[config.mk]
export PLATFORM = sky130hd
export DESIGN_NAME = agc_ctrl
export DESIGN_NICKNAME = d
export VERILOG_FILES = /design/src/rtl/agc_pkg.sv /design/src/rtl/agc_run_cnt.sv /design/src/rtl/agc_ctrl.sv
export SDC_FILE = /design/constraint.sdc
export NUM_CORES = 1
export LEC_CHECK = 0
export CELL_PAD_IN_SITES_DETAIL_PLACEMENT = 0
export CELL_PAD_IN_SITES_GLOBAL_PLACEMENT = 1
export CORE_ASPECT_RATIO = 0.6
export CORE_UTILIZATION = 31
export CTS_BUF_LIST = sky130_fd_sc_hd__clkbuf_4
export DETAILED_ROUTE_END_ITERATION = 16
export DONT_BUFFER_PORTS = 1
export MAX_ROUTING_LAYER = met4
export PLACE_DENSITY_LB_ADDON = 0.1
export REMOVE_ABC_BUFFERS = 1
export SLEW_MARGIN = 20
export SYNTH_ARGS = -nofsm -noshare
export SYNTH_HDL_FRONTEND = slang
export SYNTH_SLANG_ARGS = --single-unit
[constraint.sdc]
create_clock -name clk -period 4 [get_ports clk]
set_input_delay 0.4 -clock clk [delete_from_list [all_inputs] [get_ports clk]]
set_output_delay 0.4 -clock clk [all_outputs]
set_load 0.02 [all_outputs]
[src/rtl/agc_pkg.sv]
// Shared constants for the AGC acquisition/tracking sequencer.
package agc_pkg;

   localparam int unsigned ST_W  = 3;
   localparam int unsigned PRD_W = 2;

   // State codes, also driven out on agc_state
   localparam logic [ST_W-1:0] ST_IDLE   = 3'd0;
   localparam logic [ST_W-1:0] ST_FAST   = 3'd1;
   localparam logic [ST_W-1:0] ST_SLOW   = 3'd2;
   localparam logic [ST_W-1:0] ST_TRACK  = 3'd3;
   localparam logic [ST_W-1:0] ST_FROZEN = 3'd4;
   localparam logic [ST_W-1:0] ST_FAIL   = 3'd5;

   // Period code held on pwr_est_prd while in reset
   localparam logic [PRD_W-1:0] PRD_RST = 2'd0;

   // Estimation period code selected by a (non-frozen) state
   function automatic logic [PRD_W-1:0] prd_sel(input logic [ST_W-1:0]  st,
                                                 input logic [PRD_W-1:0] fast_prd,
                                                 input logic [PRD_W-1:0] slow_prd);
      logic [PRD_W-1:0] prd;
      prd = fast_prd;
      if (st == ST_SLOW || st == ST_TRACK) begin
         prd = slow_prd;
      end
      return prd;
   endfunction

endpackage

[src/rtl/agc_run_cnt.sv]
// Saturating consecutive-event counter with a threshold-hit look-ahead.
module agc_run_cnt #(
   parameter int unsigned W = 4
) (
   input  logic         clk,
   input  logic         reset,
   input  logic         inc,
   input  logic         clr,
   input  logic [W-1:0] thresh,
   output logic         hit_c
);

   localparam logic [W-1:0] CNT_ONE = W'(1);
   localparam logic [W-1:0] CNT_MAX = '1;

   logic [W-1:0] cnt_q;
   logic [W-1:0] cnt_d;
   logic [W-1:0] cnt_inc;
   logic [W-1:0] thr_eff;

   // hit_c reports whether an increment this cycle would reach the threshold
   always_comb begin
      cnt_inc = (cnt_q == CNT_MAX) ? cnt_q : cnt_q + CNT_ONE;
      thr_eff = (thresh == '0) ? CNT_ONE : thresh;
      hit_c   = (cnt_inc >= thr_eff);
      cnt_d   = cnt_q;
      if (clr) begin
         cnt_d = '0;
      end else if (inc) begin
         cnt_d = cnt_inc;
      end
   end

   // Counter register
   always_ff @(posedge clk or posedge reset) begin
      if (reset) begin
         cnt_q <= '0;
      end else begin
         cnt_q <= cnt_d;
      end
   end

endmodule

[src/rtl/agc_ctrl.sv]
// AGC acquisition/tracking sequencer: FAST -> SLOW -> TRACK with freeze and timeout.
module agc_ctrl
   import agc_pkg::*;
#(
   parameter int unsigned CNT_WID = 4,
   parameter int unsigned TO_WID  = 8
) (
   input  logic               clk,
   input  logic               reset,
   input  logic               acq_start,
   input  logic               acq_stop,
   input  logic               freeze,
   input  logic               pwr_est_end,
   input  logic               agc_fix,
   input  logic [1:0]         cfg_fast_prd,
   input  logic [1:0]         cfg_slow_prd,
   input  logic [CNT_WID-1:0] cfg_lock_cnt,
   input  logic [CNT_WID-1:0] cfg_unlock_cnt,
   input  logic [TO_WID-1:0]  cfg_timeout,
   output logic               agc_en,
   output logic [1:0]         pwr_est_prd,
   output logic               pwm_ena,
   output logic               agc_locked,
   output logic               agc_fail,
   output logic [2:0]         agc_state
);

   localparam logic [TO_WID-1:0] TO_MAX = '1;

   logic [ST_W-1:0]   state_q, state_d;
   logic [ST_W-1:0]   ret_q, ret_d;
   logic [TO_WID-1:0] to_cnt_q, to_cnt_d, to_cnt_inc;
   logic              agc_en_q, agc_en_d;
   logic              pwm_ena_q, pwm_ena_d;
   logic [PRD_W-1:0]  prd_q, prd_d;
   logic              locked_q, locked_d;
   logic              fail_q, fail_d;

   logic              fix_inc, fix_clr, fix_hit_c;
   logic              miss_inc, miss_clr, miss_hit_c;
   logic              start_ok;
   logic              advance;
   logic [ST_W-1:0]   prd_st;

   // Consecutive fix periods (FAST/SLOW lock)
   agc_run_cnt #(.W(CNT_WID)) u_fix_cnt (
      .clk    (clk),
      .reset  (reset),
      .inc    (fix_inc),
      .clr    (fix_clr),
      .thresh (cfg_lock_cnt),
      .hit_c  (fix_hit_c)
   );

   // Consecutive non-fix periods (TRACK unlock)
   agc_run_cnt #(.W(CNT_WID)) u_miss_cnt (
      .clk    (clk),
      .reset  (reset),
      .inc    (miss_inc),
      .clr    (miss_clr),
      .thresh (cfg_unlock_cnt),
      .hit_c  (miss_hit_c)
   );

   // Next state, counter control and Moore output decode of the next state
   always_comb begin
      state_d    = state_q;
      ret_d      = ret_q;
      to_cnt_d   = to_cnt_q;
      fix_inc    = 1'b0;
      fix_clr    = 1'b0;
      miss_inc   = 1'b0;
      miss_clr   = 1'b0;
      advance    = 1'b0;
      to_cnt_inc = (to_cnt_q == TO_MAX) ? to_cnt_q : to_cnt_q + TO_WID'(1);
      start_ok   = acq_start && (state_q == ST_IDLE || state_q == ST_FAIL);

      if (acq_stop || start_ok) begin
         state_d  = acq_stop ? ST_IDLE : ST_FAST;
         fix_clr  = 1'b1;
         miss_clr = 1'b1;
         to_cnt_d = '0;
      end else begin
         case (state_q)
            ST_FAST, ST_SLOW: begin
               if (freeze) begin
                  ret_d   = state_q;
                  state_d = ST_FROZEN;
               end else if (pwr_est_end) begin
                  to_cnt_d = to_cnt_inc;
                  if (agc_fix) begin
                     fix_inc = 1'b1;
                     if (fix_hit_c) begin
                        advance = 1'b1;
                        fix_clr = 1'b1;
                        if (state_q == ST_FAST) begin
                           state_d = ST_SLOW;
                        end else begin
                           state_d  = ST_TRACK;
                           to_cnt_d = '0;
                        end
                     end
                  end else begin
                     fix_clr = 1'b1;
                  end
                  // Advancing on the same pulse takes precedence over timeout
                  if (!advance && cfg_timeout != '0 && to_cnt_inc >= cfg_timeout) begin
                     state_d = ST_FAIL;
                  end
               end
            end
            ST_TRACK: begin
               if (freeze) begin
                  ret_d   = ST_TRACK;
                  state_d = ST_FROZEN;
               end else if (pwr_est_end) begin
                  if (!agc_fix) begin
                     miss_inc = 1'b1;
                     if (miss_hit_c) begin
                        miss_clr = 1'b1;
                        state_d  = ST_SLOW;
                     end
                  end else begin
                     miss_clr = 1'b1;
                  end
               end
            end
            ST_FROZEN: begin
               if (!freeze) begin
                  state_d  = ret_q;
                  fix_clr  = 1'b1;
                  miss_clr = 1'b1;
               end
            end
            ST_IDLE, ST_FAIL: begin
            end
            default: begin
               state_d = ST_IDLE;
            end
         endcase
      end

      prd_st    = (state_d == ST_FROZEN) ? ret_d : state_d;
      agc_en_d  = (state_d == ST_FAST) || (state_d == ST_SLOW) || (state_d == ST_TRACK);
      pwm_ena_d = agc_en_d;
      prd_d     = prd_sel(prd_st, cfg_fast_prd, cfg_slow_prd);
      locked_d  = (state_d == ST_TRACK) || (state_d == ST_FROZEN && ret_d == ST_TRACK);
      fail_d    = (state_d == ST_FAIL);
   end

   // State, timeout counter and output registers
   always_ff @(posedge clk or posedge reset) begin
      if (reset) begin
         state_q   <= ST_IDLE;
         ret_q     <= ST_IDLE;
         to_cnt_q  <= '0;
         agc_en_q  <= 1'b0;
         pwm_ena_q <= 1'b0;
         prd_q     <= PRD_RST;
         locked_q  <= 1'b0;
         fail_q    <= 1'b0;
      end else begin
         state_q   <= state_d;
         ret_q     <= ret_d;
         to_cnt_q  <= to_cnt_d;
         agc_en_q  <= agc_en_d;
         pwm_ena_q <= pwm_ena_d;
         prd_q     <= prd_d;
         locked_q  <= locked_d;
         fail_q    <= fail_d;
      end
   end

   assign agc_en      = agc_en_q;
   assign pwm_ena     = pwm_ena_q;
   assign pwr_est_prd = prd_q;
   assign agc_locked  = locked_q;
   assign agc_fail    = fail_q;
   assign agc_state   = state_q;

endmodule

# ---- Yosys cells after proc, flatten, opt, wreduce, memory -nomap -nowiden
# Index checks and enable logic that the tools add are counted.
dict set report op_classes {
  n_reduce_logical 22
  order_cmp 3
  add_sub_neg 3
  n_mux 63
  eq_ne 17
}
# cell n
set ops {}
lappend ops {{two-way mux 8 bit} 8}
lappend ops {{two-way mux 3 bit} 14}
lappend ops {{two-way mux 4 bit} 8}
lappend ops {{two-way mux 1 bit} 28}
lappend ops {{equality test 3 x 2 -> 1 bit, second input constant} 7}
lappend ops {{equality test 3 bit, second input constant} 4}
lappend ops {{case mux 3 bit (4 select lines)} 1}
lappend ops {{adder 4 x 1 -> 4 bit, second input constant} 2}
lappend ops {{adder 8 x 1 -> 8 bit, second input constant} 1}
lappend ops {{equality test 4 bit, second input constant} 2}
lappend ops {{equality test 8 bit, second input constant} 1}
lappend ops {{>= comparator 4 bit} 2}
lappend ops {{>= comparator 8 bit} 1}
lappend ops {{zero test 4 bit} 2}
lappend ops {{nonzero test 2 bit} 4}
lappend ops {{nonzero test 8 bit} 1}
lappend ops {{equality test 3 x 1 -> 1 bit, second input constant} 2}
lappend ops {{logical OR 1 bit} 6}
lappend ops {{case mux 3 bit (2 select lines)} 1}
lappend ops {{logical AND 1 bit} 4}
lappend ops {{case mux 1 bit (2 select lines)} 2}
lappend ops {{OR reduction 2 bit} 2}
lappend ops {{zero test 3 bit} 1}
lappend ops {{AND reduction 3 bit} 1}
lappend ops {{3 further kinds} 3}
dict set report totals {
  word_cells 117
  input_bits 27
  ff_bits 27
}

# ---- Longest topological paths before layout
# Gate-level depths: netlist of run 1.
dict set report logic_depth {
  depth_word 22
  depth_mapped 15
  mapped_depth_nobuf 14
}

# ---- By module
# Synthesis of run 1 repeated with hierarchy kept, for this count alone.
dict set report unflattened {
  cells_unflattened 250
  area_unflattened_um2 2237.1
}
# mod instances cells_each seq_area_each_um2 area_each_um2
set by_module_without_submodules {}
lappend by_module_without_submodules {agc_ctrl 1 166 475.5 1493.9}
lappend by_module_without_submodules {agc_run_cnt 2 42 100.1 371.6}

# ---- Least setup slack after synthesis of run 1
# No wires, ideal clock.
dict set report synth_path {
  path_type {reg2reg}
  start {register to_cnt_q[0]}
  end {register prd_q[0] (netlist: pwr_est_prd[0])}
  required_ns 3.872
  setup_slack_ns 0.853
  arrival_time_ns 3.019
  stages_incl_launch_ff 16
  synth_period_minus_slack_ns 3.147
  path_cell_list {dfrtp_1 -> ha_1 -> and3_1 -> clkbuf_1 -> nand3_1 -> nand3_1 -> o21ai_0 -> inv_1 -> ha_1 -> a211oi_1 -> o21ai_0 -> a21oi_1 -> nor2_1 -> a311oi_4 -> a22oi_2 -> mux2_1}
}
dict set report synth_between {
  elab_chain_len 14
}
# item line_no
set synth_rtl {}
lappend synth_rtl {{start: declaration} agc_ctrl.sv:32} ;# logic [TO_WID-1:0] to_cnt_q, to_cnt_d, to_cnt_inc;
lappend synth_rtl {{start signal: assignment} agc_ctrl.sv:165} ;# to_cnt_q <= to_cnt_d;
lappend synth_rtl {{adder 8 x 1 -> 8 bit / equality test 8 bit (equally long branches)} agc_ctrl.sv:75} ;# to_cnt_inc = (to_cnt_q == TO_MAX) ? to_cnt_q : to_cnt_q + TO_WID'(1);
lappend synth_rtl {{two-way mux 8 bit (*)} agc_ctrl.sv:75}
lappend synth_rtl {{>= comparator 8 bit (*)} agc_ctrl.sv:107} ;# if (!advance && cfg_timeout != '0 && to_cnt_inc >= cfg_timeout) begin
lappend synth_rtl {{logical AND 1 bit (*)} agc_ctrl.sv:107}
lappend synth_rtl {{two-way mux 3 bit (*)} agc_ctrl.sv:107}
lappend synth_rtl {{two-way mux 3 bit (*)} agc_ctrl.sv:89} ;# end else if (pwr_est_end) begin
lappend synth_rtl {{two-way mux 3 bit (*)} agc_ctrl.sv:86} ;# if (freeze) begin
lappend synth_rtl {{case mux 3 bit (4 select lines) (*)} agc_ctrl.sv:84} ;# case (state_q)
lappend synth_rtl {{two-way mux 3 bit (*)} agc_ctrl.sv:78} ;# if (acq_stop || start_ok) begin
lappend synth_rtl {{net state_d[1]} agc_ctrl.sv:30} ;# logic [ST_W-1:0] state_q, state_d;
lappend synth_rtl {{equality test 3 bit} agc_ctrl.sv:143} ;# prd_st = (state_d == ST_FROZEN) ? ret_d : state_d;
lappend synth_rtl {{two-way mux 3 bit (*)} agc_ctrl.sv:143}
lappend synth_rtl {{equality test 3 x 2 -> 1 bit} agc_pkg.sv:24} ;# if (st == ST_SLOW || st == ST_TRACK) begin
lappend synth_rtl {{logical OR 1 bit (*)} agc_pkg.sv:24}
lappend synth_rtl {{two-way mux 2 bit (*)} agc_pkg.sv:24}
lappend synth_rtl {{net prd_d[0]} agc_ctrl.sv:35} ;# logic [PRD_W-1:0] prd_q, prd_d;
lappend synth_rtl {{end signal: assignment} agc_ctrl.sv:168} ;# prd_q <= prd_d;
lappend synth_rtl {{end: declaration} agc_ctrl.sv:35}
# Mark *: on every way through the listed nets, which the timed path passes. The rest lies on a longest branch.
# A chain may end at the register's enable or synchronous reset.

# ---- Worst setup path in the final report of run 1
dict set report layout_path {
  start {register to_cnt_q[0]}
  end {register prd_q[1] (netlist: pwr_est_prd[1])}
}
# The elaborated chain is that of the path after synthesis.

==> results of run 1 <==
-- cells in the final DEF, fill, tap and decap left out, drive strengths merged, types with 7 or more instances in the layout --
master / count
a21oi: 13
and3: 9
dfrtp: 27
ha: 19
inv: 29
nand2: 23
nand3: 19
nor2: 22
nor3: 7
o21ai: 18
xnor2: 7
-- final timing paths --
check | cells after the start | slack [ps] | end
setup / recovery | 14 | 320 | pwr_est_prd[1]
hold / removal | 1 | 180 | pwr_est_prd[0]
setup reg to reg | 14 | 320 | pwr_est_prd[1]
hold reg to reg | 2 | 530 | ret_q[2]
max in group asynchronous | 2 | 3070 | u_miss_cnt.cnt_q[2]
min in group asynchronous | 2 | 560 | to_cnt_q[6]
-- metrics by stage --
stage | power, mW | utilization [%] | instance area (um2) | worst slack (ps)
2_1_floorplan | 0.342 | - | 2080 | 927
3_3_place_gp | 0.362 | 34.5 | 2190 | 402
3_5_place_dp | 0.359 | 34.5 | 2190 | 369
4_1_cts | 0.486 | 35.1 | 2230 | 346
5_1_grt | 0.511 | 35.1 | 2230 | 73.6
6_report | 0.482 | 35.1 | 2230 | 323
-- flip-flops by register name, indices dropped and copies added (netlist names) --
name / cells
u_fix_cnt.cnt_q: 4
agc_state: 3
u_miss_cnt.cnt_q: 4
agc_locked: 1
pwm_ena: 1
pwr_est_prd: 2
to_cnt_q: 8
agc_fail: 1
ret_q: 3
-- logic make-up (layout without fill, tap and decap cells) --
logic type,Yosys count,in the layout
xor gates and xnor gates,8,8
adders and majority gates,19,19
buffers and inverters,37,35
AOI/OAI and AO/OA,58,58
muxes,10,10
and+or+nand+nor,97,97
DFF,27,27
-- layout make-up --
class                      instances  area [um2]
clock inverter                     1        7.51
multi-input combinational        192        1300
clock buffer                       3        22.5
sequential                        27         676
inverter                          29         109
fill                             637        4130
tap                               84         105
timing repair buffer               2        17.5
-- power by group through the flow --
stage                     registers [mW]  logic, mW  clock network (mW)
after global routing               0.293     0.0720               0.146
after CTS                          0.292     0.0639               0.131
after detailed placement           0.297     0.0627                   0
after global placement             0.297     0.0646                   0
after floorplan                    0.294     0.0473                   0
final                              0.292     0.0632               0.127
-- critical path, delay by kind of cell (launching register included) --
| family | cells | cell delay, ps |
|---|---|---|
| fa+ha+maj | 2 | 530 |
| mux | 1 | 330 |
| flops | 1 | 470 |
| compound gates | 6 | 1380 |
| simple gates | 4 | 780 |
| buf+inv | 1 | 90 |
-- metal layers --
metal / part of all wire, % / vias up
met5: 0 / -
met4: 0.34 / 0
met3: 4.5 / 2
met2: 33 / 35
met1: 62 / 787
li1: - / 901
-- what timing repair did --
| action | in CTS | in global routing |
|---|---|---|
| hold endpoints to repair | 16 | 0 |
| hold buffers | 1 | 0 |
| setup endpoints to repair | 0 | 0 |
==> flow_summary.toml, run 1 <==
[status]
status = "finished, final reports clean"

[die]
num_io_pins = 36
row_count = 22
initial_core_util_pct = 33.4
dieArea_um2 = 7190
coreArea_um2 = 6360
dieWidth_um = 109
die_h_um = 66.1

[power_and_ir_drop]
powerDensity_nw_per_um2 = 216
peakVddDrop_uv = 112
pwr-share-comb_pct = 13.1
internal_power_mw = 0.339
p_clk_share_pct = 26.4
switching_share_pct = 29.7
seqPwrFrac_pct = 60.5
total_leakage_power_nw = 1.09
p_sw_mw = 0.143

[yosys]
syn_inst = 256
synth_top_area_cell = "dfrtp_1"
yosysMostFrequentCell = "inv_1"
synth.cells.most_frequent = "inv_1, dfrtp_1, nand2_1"
yosysSeqAreaShare_pct = 31.8
syn_area_um2 = 2120
synth_compound_area_share_pct = 18.4
synth_top_cell_area_share_pct = 31.8
synth_top_family_by_area = "simple AND/OR/NAND/NOR gates"
synth-simple-area-share_pct = 22.8
ys_ff_latch = 27
synth-adder-area-share_pct = 11.2
ys_warn_count = 0
async_flop_share_pct = 100
synth-main-ff-cell = "dfrtp_1"
synth_edf_count = 0
synth_cell_type_count = 43
synth.top_cells.by_area = "dfrtp_1, ha_1, inv_1, nand3_1, nand2_1"
yosys.area_share.xor_xnor_pct = 3.66
synth.avg_cell_area_um2 = 8.29
synth.area.mux_share_pct = 5.01

[grt]
antenna_found_initial = 0
grt_max_degree = 28
overflow = 0
use_met3_pct = 4.04
grt_pass1_vias = 1549
use_met1_pct = 25.5
busiest_layer = "met1"
use_met2_pct = 17.6
track_usage_pct = 15.4
grt_pass1_wl_um = 8130

[placement]
port_buffers = 0
globalplace.congestion = 0.777
dp_hpwl_um = 4090
place_inst = 333

[drt]
num_vias = 1725
wire_per_inst_um = 14.7
finalWirelength_um = 4980
drtAntennaViolNets = 0
viasPerCell = 5.10
drc = 0
dr.pass1.iters = 4
drtIter0Drc = 105

[min_path]
hp-class = "in -> reg"
min-delay-start = "cfg_slow_prd[0]"

[final_layout]
syn_to_final_growth_pct = 5.25
drive_gt1_share_pct = 6.69
diodes = 0
fin_nets = 301
fin_cells = 338

[setup_path]
end_kind = "flip-flop"
crit_path_cell_trace = "ha_1 -> and3_1 -> nand3_1 -> nand3_1 -> o21ai_0 -> inv_1 -> ha_1 -> a211oi_1 -> o21ai_0 -> a21oi_1 -> nor2_1 -> a311oi_4 -> a22oi_2 -> mux2_1"
cp-start-kind = "flip-flop"
path_max_fanout = 8
startpoint = "to_cnt_q[0]"
critical_path_class = "reg -> reg"
arrival_ps = 3920
slowest_stage = "dfrtp_1"
cp_data_required_time_ps = 4240
r2r_start = "to_cnt_q[0]"
cp_slowest_stage_delay_ps = 470

[clock_network]
cts_buffers = 3
cts_setup_buffers = 0
cts_buffer_depth = 2
clk_latency_ps = 340
cts_root_buf = "clkbuf_4"
path_clk_slew_ps = 160
cts_tree = "built"
htree_levels = 1
cts_sinks = 27
cts_resized = 0

[sta]
setup_viol = 0
fin_skew_ps = 6.18
timing.hold.ws_ps = 183
tns_ps = 0
rsz0062_at_grt = "no"
maxSlewViolCount = 0
max_slew_margin_pct = 57.8
worstMarginPinSlew_ps = 632
final.min_clock_period_ps = 3680
period_share_pct = 91.9
hold_viol_final = 0
fmax_mhz = 272

[job]
max_cap_violations = 0
Power figures use the tool's default switching activity.
==> run 2, diff against run 1 <==
Settings changed: CTS_BUF_LIST sky130_fd_sc_hd__clkbuf_4 to sky130_fd_sc_hd__clkbuf_8.
==> run 2 against run 1 <==
Clock power up 31%. Global-route usage about the same. Sequential share of layout area shrank 0.12 points. Hold slack got worse by 140 ps. First-iteration DRC count is 7.6% lower. Sequential power about the same. Die area is the same. Utilization increased by 0.14 points. Cell count decreased by 0.30%. Flip-flop and latch count is the same. Clock skew down 3.9 ps. Count of clock-buffer cells in the layout unchanged. Highest routed layer is now met3.
==> flow_summary.toml, run 2 (synthesized netlist as in run 1, its figures left out) <==
[power_and_ir_drop]
total_leakage_power_nw = 1.09
peakVddDrop_uv = 131
powerDensity_nw_per_um2 = 232

[clock_network]
cts_buffer_depth = 2
path_clk_slew_ps = 100
htree_levels = 1
cts_root_buf = "clkbuf_8"
cts_tree = "built"
cts_buffers = 3
cts_resized = 0
cts_sinks = 27
clk_latency_ps = 280
postCtsHoldBufs = 0
cts_setup_buffers = 0

[final_layout]
syn_to_final_growth_pct = 5.66
fillers = 638
largest_reg_flops = 8
largest_register = "to_cnt_q"
fin_nets = 300
layout_common_cells = "inv_1, dfrtp_1, nand2_1"
drive_gt1_share_pct = 6.72
top_regs = "to_cnt_q (8), u_fix_cnt.cnt_q (4), u_miss_cnt.cnt_q (4)"
final_common_cell = "inv_1"
diodes = 0

[sta]
timing.hold.ws_ps = 42.5
max_slew_margin_pct = 58.2
final.min_clock_period_ps = 3680
hold_viol_final = 0
rsz0062_at_grt = "no"
fin_skew_ps = 2.32
period_share_pct = 92.0
fmax_mhz = 272
setup_viol = 0
worstMarginPinSlew_ps = 628
maxSlewViolCount = 0
tns_ps = 0

[grt]
grt_pass1_vias = 1540
grt_max_degree = 28
antenna_found_initial = 0
overflow = 0
track_usage_pct = 15.3
grt_pass1_wl_um = 8090

[die]
row_count = 22
die_h_um = 66.1
initial_core_util_pct = 33.4
coreArea_um2 = 6360
num_io_pins = 36
dieWidth_um = 109
dieArea_um2 = 7190

[drt]
wire_per_inst_um = 14.9
drtAntennaViolNets = 0
finalWirelength_um = 5020
viasPerCell = 5.11
drtIter0Drc = 97
drc = 0
num_vias = 1723
dr.pass1.iters = 4

[setup_path]
r2r_start = "to_cnt_q[0]"
path_max_fanout = 8
reg2regPathDepth = 14
critical_path_class = "reg -> reg"
end_kind = "flip-flop"
cp-start-kind = "flip-flop"
arrival_ps = 3850
startpoint = "to_cnt_q[0]"
cp_data_required_time_ps = 4170

[placement]
globalplace.congestion = 0.777
port_buffers = 0
dp_hpwl_um = 4090

[status]
status = "finished, final reports clean"

[min_path]
hp-class = "in -> async"

[job]
max_cap_violations = 0
-- run 2: cell type report --
class / instances / area [um2] / area share [%]
clock buffer: 3 / 41.3 / 1.84
clock inverter: 1 / 7.51 / 0.335
inverter: 29 / 109 / 4.85
multi-input combinational: 192 / 1300 / 57.8
sequential: 27 / 676 / 30.1
tap: 84 / 105 / 4.69
timing repair buffer: 1 / 7.51 / 0.335
-- run 2: path summary, 6_finish.rpt --
path                                   to  slack [ps]
max                        pwr_est_prd[1]         320
min                           to_cnt_q[6]          40
max reg2reg                pwr_est_prd[1]         320
min reg2reg                      ret_q[2]         530
max in group asynchronous      agc_locked        3580
min in group clk           pwr_est_prd[0]         250
-- run 2: critical path, cell delays in order, from the launching register on --
cell	delay, ps
dfrtp_1	450
ha_1	240
and3_1	240
nand3_1	290
nand3_1	110
o21ai_0	140
inv_1	90
ha_1	300
a211oi_1	250
o21ai_0	120
a21oi_1	320
nor2_1	140
a311oi_4	400
a22oi_2	160
mux2_1	330
-- run 2: per-stage QoR --
step	instance area [um2]	util [%]	setup slack, ps	std cells	power [mW]
finish	2240	35.3	321	337	0.520
global placement	2190	34.5	402	333	0.362
floorplan	2080	-	927	248	0.342
global route	2240	35.3	79.4	337	0.546
detailed placement	2190	34.5	369	333	0.359
CTS	2240	35.3	352	337	0.522
-- run 2: layer usage --
metal	track usage, %	up-vias	share of wire (%)
li1	-	896	-
met1	25.4	793	63
met2	17.7	34	33
met3	3.94	0	4.4
met4	1.52	0	0
met5	-	-	0
-- run 2: where the power goes --
group / internal (mW) / switching (mW) / leakage, nW
clock network: 0.0710 / 0.0956 / 0.0217
registers: 0.278 / 0.0133 / 0.367
logic: 0.0215 / 0.0408 / 0.705
